File: config.mk
export PLATFORM = sky130hd
export DESIGN_NAME = string_unpacker_flat
export DESIGN_NICKNAME = d
export VERILOG_FILES = /design/src/rtl/string_unpacker_if.sv /design/src/rtl/string_unpacker.sv /design/src/flat_wrapper.sv
export SDC_FILE = /design/constraint.sdc
export NUM_CORES = 1
export LEC_CHECK = 0
export CAP_MARGIN = 20
export CORE_ASPECT_RATIO = 1.75
export CORE_MARGIN = 2
export CORE_UTILIZATION = 40
export CTS_CLUSTER_DIAMETER = 40
export DETAILED_ROUTE_END_ITERATION = 10
export PLACE_DENSITY = 0.66
export RECOVER_POWER = 50
export REMOVE_ABC_BUFFERS = 1
export SLEW_MARGIN = 20
export SYNTH_ARGS = -nofsm -noshare
export SYNTH_HDL_FRONTEND = slang
export SYNTH_SLANG_ARGS = --single-unit
export TNS_END_PERCENT = 50
File: constraint.sdc
create_clock -name c -period 4.9 [get_ports c]
set_input_delay 1.225 -clock c [delete_from_list [all_inputs] [get_ports c]]
set_output_delay 1.225 -clock c [all_outputs]
set_load 0.005 [all_outputs]
File: src/rtl/string_unpacker_if.sv
// Load and character stream bundle for string_unpacker.
// The slave modport is the unpacker; the master modport is the producer/consumer side.
interface string_unpacker_if #(
  parameter int MAX_CHARS = 16
);
  logic                     load_valid;
  logic                     load_ready;
  logic [8*MAX_CHARS-1:0]   load_data;
  logic                     char_valid;
  logic                     char_ready;
  logic [7:0]               char_data;
  logic                     char_last;
  logic                     done;
  logic                     busy;

  modport master (
    output load_valid, load_data, char_ready,
    input  load_ready, char_valid, char_data, char_last, done, busy
  );

  modport slave (
    input  load_valid, load_data, char_ready,
    output load_ready, char_valid, char_data, char_last, done, busy
  );
endinterface

File: src/rtl/string_unpacker.sv
// Strips leading NUL padding from a packed string and streams its characters one byte per handshake.
// Optional macro STRING_UNPACKER_UPPER_EN folds 'a'..'z' to upper case on the char_data output.
module string_unpacker #(
  parameter int MAX_CHARS = 16
) (
  input  logic               c,
  input  logic               reset,
  string_unpacker_if.slave   bus
);

  localparam int W  = 8 * MAX_CHARS;
  localparam int CW = $clog2(MAX_CHARS + 1);

  typedef enum logic [1:0] {
    IDLE = 2'd0,
    SCAN = 2'd1,
    SEND = 2'd2
  } state_e;

  state_e          state_q, state_d;
  logic [W-1:0]    shift_q, shift_d;
  logic [CW-1:0]   rem_q, rem_d;
  logic            char_valid_q, char_valid_d;
  logic [7:0]      char_data_q, char_data_d;
  logic            char_last_q, char_last_d;
  logic            done_q, done_d;
  logic            busy_q, busy_d;

  logic [7:0]      top_byte_s;
  logic [W-1:0]    shifted_s;
  logic [7:0]      next_byte_s;
  logic            char_hs_s;

  function automatic logic [7:0] map_char(input logic [7:0] b);
`ifdef STRING_UNPACKER_UPPER_EN
    if (b >= 8'h61 && b <= 8'h7A) begin
      map_char = b - 8'h20;
    end else begin
      map_char = b;
    end
`else
    map_char = b;
`endif
  endfunction

  assign top_byte_s  = shift_q[W-1 -: 8];
  assign shifted_s   = shift_q << 8;
  assign next_byte_s = shifted_s[W-1 -: 8];
  assign char_hs_s   = char_valid_q & bus.char_ready;

  // State and datapath registers
  always_ff @(posedge c or posedge reset) begin
    if (reset) begin
      state_q      <= IDLE;
      shift_q      <= '0;
      rem_q        <= '0;
      char_valid_q <= 1'b0;
      char_data_q  <= 8'h00;
      char_last_q  <= 1'b0;
      done_q       <= 1'b0;
      busy_q       <= 1'b0;
    end else begin
      state_q      <= state_d;
      shift_q      <= shift_d;
      rem_q        <= rem_d;
      char_valid_q <= char_valid_d;
      char_data_q  <= char_data_d;
      char_last_q  <= char_last_d;
      done_q       <= done_d;
      busy_q       <= busy_d;
    end
  end

  // Next state, shift register and remaining count
  always_comb begin
    state_d = state_q;
    shift_d = shift_q;
    rem_d   = rem_q;
    case (state_q)
      IDLE: begin
        if (bus.load_valid) begin
          shift_d = bus.load_data;
          rem_d   = CW'(MAX_CHARS);
          state_d = SCAN;
        end else begin
          state_d = IDLE;
        end
      end
      SCAN: begin
        if (top_byte_s != 8'h00) begin
          state_d = SEND;
        end else if (rem_q > CW'(1)) begin
          shift_d = shifted_s;
          rem_d   = rem_q - CW'(1);
        end else begin
          state_d = IDLE;
        end
      end
      SEND: begin
        if (char_hs_s && char_last_q) begin
          state_d = IDLE;
          rem_d   = rem_q - CW'(1);
        end else if (char_hs_s) begin
          shift_d = shifted_s;
          rem_d   = rem_q - CW'(1);
        end else begin
          state_d = SEND;
        end
      end
      default: begin
        state_d = IDLE;
      end
    endcase
  end

  // Registered output values; the lookahead byte keeps SEND bubble-free
  always_comb begin
    char_valid_d = char_valid_q;
    char_data_d  = char_data_q;
    char_last_d  = char_last_q;
    done_d       = 1'b0;
    busy_d       = (state_d != IDLE);
    case (state_q)
      IDLE: begin
        char_valid_d = 1'b0;
        char_last_d  = 1'b0;
      end
      SCAN: begin
        if (top_byte_s != 8'h00) begin
          char_valid_d = 1'b1;
          char_data_d  = map_char(top_byte_s);
          char_last_d  = (rem_q == CW'(1));
        end else if (rem_q <= CW'(1)) begin
          done_d = 1'b1;
        end else begin
          done_d = 1'b0;
        end
      end
      SEND: begin
        if (char_hs_s && char_last_q) begin
          char_valid_d = 1'b0;
          char_last_d  = 1'b0;
          done_d       = 1'b1;
        end else if (char_hs_s) begin
          char_valid_d = 1'b1;
          char_data_d  = map_char(next_byte_s);
          char_last_d  = (rem_q == CW'(2));
        end else begin
          char_valid_d = char_valid_q;
        end
      end
      default: begin
        char_valid_d = 1'b0;
        char_last_d  = 1'b0;
      end
    endcase
  end

  assign bus.load_ready = (state_q == IDLE);
  assign bus.char_valid = char_valid_q;
  assign bus.char_data  = char_data_q;
  assign bus.char_last  = char_last_q;
  assign bus.done       = done_q;
  assign bus.busy       = busy_q;

endmodule

File: src/flat_wrapper.sv
// flat-port wrapper written by rule: the top's interface ports become plain ports
module string_unpacker_flat 
#(
  parameter int MAX_CHARS = 16
)
  (c, reset, bus_load_valid, bus_load_data, bus_char_ready, bus_load_ready, bus_char_valid, bus_char_data, bus_char_last, bus_done, bus_busy);
  string_unpacker_if #(.MAX_CHARS(MAX_CHARS)) bus_i ();
  input  logic c;
  input  logic reset;
  input wire logic [$bits(bus_i.load_valid)-1:0] bus_load_valid;
  input wire logic [$bits(bus_i.load_data)-1:0] bus_load_data;
  input wire logic [$bits(bus_i.char_ready)-1:0] bus_char_ready;
  output wire logic [$bits(bus_i.load_ready)-1:0] bus_load_ready;
  output wire logic [$bits(bus_i.char_valid)-1:0] bus_char_valid;
  output wire logic [$bits(bus_i.char_data)-1:0] bus_char_data;
  output wire logic [$bits(bus_i.char_last)-1:0] bus_char_last;
  output wire logic [$bits(bus_i.done)-1:0] bus_done;
  output wire logic [$bits(bus_i.busy)-1:0] bus_busy;
  assign bus_i.load_valid = bus_load_valid;
  assign bus_i.load_data = bus_load_data;
  assign bus_i.char_ready = bus_char_ready;
  assign bus_load_ready = bus_i.load_ready;
  assign bus_char_valid = bus_i.char_valid;
  assign bus_char_data = bus_i.char_data;
  assign bus_char_last = bus_i.char_last;
  assign bus_done = bus_i.done;
  assign bus_busy = bus_i.busy;
  string_unpacker #(.MAX_CHARS(MAX_CHARS)) u_core (.c(c), .reset(reset), .bus(bus_i));
endmodule
==> summary.txt <==
run status: complete, but fails checks
failing checks: max-capacitance violations, max-slew violations
Non-Filler Instances: 914
max-cap check violation count: 1
Die Ht: 189 microns
CTS tree: yes
fin util: 0.521
vias in the first global route: 5164
most numerous cell in the Yosys netlist: dfrtp_1
initial antenna violation count: 1
Slew @ Worst Pin: 1.51 ns
Yosys warnings: 0
number of stages on the worst hold path: 1
PortBufs: 144
Post-CTS Hold Fix Bufs: 0
gr ovfl total: 0
Final GP Congestion: 0.830
Mapped Cells: 526
post-synth top area cell: dfrtp_1
Worst EP required: 5.21 ns
die area: 0.0208 sq mm
Hold Path Class: reg -> reg
Max FO, Critical Path: 128
Netlist cell types: 35
Core Rows: 67
fin nets: 799
drt first pass iters: 6
slowest cell delay on critical path: 0.81 ns
Routed WL per cell: 17.9 microns
Post-synth EDFFs: 0
Tmin final: 3.57 ns
via/cell ratio: 5.07
Global Route Usage Sum: 0.167
Hold Fails Final Rpt: 0
via count: 4631
RSZ-0062 raised after global routing: false
largest net degree at the start of global routing: 129
H-tree depth: 4
Chip Width: 110 microns
Max Fclk: 280 MHz
CTS Root Cell: clkbuf_16
P&R area growth vs syn: 27.4%
Post-synth ARST share: 1.00
Hold Crit Start: u_core.shift_q[106]
1st-iter DRT viols: 151
worst-path cell chain: dlygate4sd3_1 -> nand2_1 -> a222oi_1 -> nand3_4 -> buf_12 -> mux2_4
mean post-synth cell area: 14.9 sq um
Setup-failing EPs final: 0
period utilization: 0.728
Seq/Total Area, Yosys: 0.468
Post-Route WL: 16.4 mm
Post-synth top cells: dfrtp_1 (147), mux2_2 (145), mux2_4 (120)
Hold Path Sink: u_core.shift_q[106]
Max clock buf depth: 2
Worst R2R Path Depth: 7
first-pass GRT wire length: 26.3 mm
Worst setup EP type: register
Post-CTS Setup Bufs: 0
Worst-path clk slew: 0.06 ns
residual DRC count: 0
slowest CP cell: a222oi_1
reg2reg end: u_core.shift_q[5]
ys flop type: dfrtp_1
CP startpoint kind: input port
Worst-Skew Late Latency: 0.43 ns
worst rel slew slack: -0.00907
fill count: 1663
ranking of synthesized cells by area: dfrtp_1 (47%), mux2_4 (23%), mux2_2 (21%)
Critical R2R Launch: u_core.state_q[1]
ratio of cells with drive above 1 in the final layout: 0.448
Slew Viols, Final: 32
TritonCTS Sinks: 147
WS Path Type: in -> reg
power per cell area: 773 mW/mm^2
skew final: 0.0114 ns
Cells after DPL: 881
Leak: 4.47 nW
r2r setup slk: 1.40 ns
VDD IR-drop max: 1.54 mV
CP arrival: 3.88 ns
total CTS buffers: 17
Initial Utilization: 0.409
register bit total from synthesis: 147
Antenna Nets Post-Route: 0
Post-Syn Area: 0.00786 sq mm
core area: 0.0192 sq mm
post-synth top area share: 0.468
hpwl dp: 11.0 mm
PostCTS Resize Cnt: 0
# IOs: 145
## critical path, delay by kind of cell
| kind | cells | cell delay [ns] |
|---|---|---|
| and+or+nand+nor | 2 | 0.25 |
| muxes | 1 | 0.47 |
| buffers and inverters | 2 | 0.89 |
| AOI/OAI and AO/OA | 1 | 0.81 |
## final cells by class
cell class              count  area (sq um)  area share
multi-input cells         337          3950       0.394
well taps                 241           302      0.0301
diodes                      1          2.50    0.000250
clock inverters            10          86.3     0.00863
flip-flops and latches    147          3680       0.368
clock buffers              21           450      0.0450
inverters                   8          31.3     0.00313
repair buffers            149          1510       0.151
## how the worst max path moves through the flow
| stage | from | endpoint | slack (ns) |
|---|---|---|---|
| after floorplan | u_core.state_q[0] | u_core.shift_q[0] | -5.66 |
| after global placement | bus_char_ready | u_core.shift_q[45] | 1.20 |
| after detailed placement | bus_char_ready | u_core.shift_q[25] | 1.10 |
| after CTS | u_core.state_q[0] | u_core.shift_q[25] | 1.48 |
| after global routing | reset | u_core.bus.busy | 0.99 |
| final | bus_char_ready | u_core.shift_q[5] | 1.33 |
## metrics by stage
step / setup WS, ns / TNS [ns] / power, mW / hold slack, ns / instance area [sq um]
finish: 1.33 / 0 / 7.73 / 0.506 / 10000
global route: 0.995 / 0 / 8.21 / 0.517 / 10000
CTS: 1.48 / 0 / 7.81 / 0.508 / 9980
detailed placement: 1.10 / 0 / 6.56 / 0.488 / 9450
global placement: 1.20 / 0 / 6.40 / 0.484 / 9450
floorplan: -5.66 / -756.93 / 5.68 / 0.474 / 7630
## state kept, by name (all words and copies together), names as in the netlist
| register | flops |
|---|---|
| u_core.bus.busy | 1 |
| u_core.bus.char_data | 8 |
| u_core.bus.char_last | 1 |
| u_core.bus.char_valid | 1 |
| u_core.bus.done | 1 |
| u_core.rem_q | 5 |
| u_core.shift_q | 128 |
| u_core.state_q | 2 |
## per-layer routing
| layer | share of wire | vias up | global-route usage |
|---|---|---|---|
| met4 | 0.018 | 0 | 0.0652 |
| met3 | 0.032 | 18 | 0.0389 |
| li1 | - | 2156 | - |
| met2 | 0.57 | 79 | 0.303 |
| met1 | 0.38 | 2378 | 0.182 |
| met5 | 0 | - | 0 |
## cells by family (layout without fill, tap and decap cells)
kind of cell	after synthesis	in the layout	share of synthesized area
multiplexers	266	266	0.439
flip-flops	147	147	0.468
AND/OR/NAND/NOR	46	46	0.0323
buffers and inverters	42	188	0.0325
AO/OA/AOI/OAI	18	18	0.0172
adder cells (fa/ha/maj)	7	7	0.0111
other	0	1	0
## placed cells by master, fill, tap and decap left out, types with 2 or more instances in the layout
master,count
o221ai_1,2
nor4_1,2
nor3_1,2
nand2b_1,2
dfrtp_1,147
a222oi_1,2
nand2_1,8
mux2_2,145
clkbuf_1,4
nand3_1,4
or4_1,2
dlygate4sd3_1,3
clkbuf_16,17
and3_1,2
clkinvlp_4,3
nor2b_1,11
o21ai_0,3
clkinv_2,5
inv_1,7
a21oi_1,3
buf_4,2
mux2_4,120
clkdlybuf4s50_1,141
and2_1,3
nor2_1,4
ha_1,6
nand4_1,4
## power breakdown
part           leakage, nW  switching (mW)  internal [mW]
combinational         2.44            1.51           2.76
sequential            1.77           0.383           1.87
clock                0.258           0.499          0.703
total                 4.47            2.40           5.33
(Power assumes the default switching activity.)
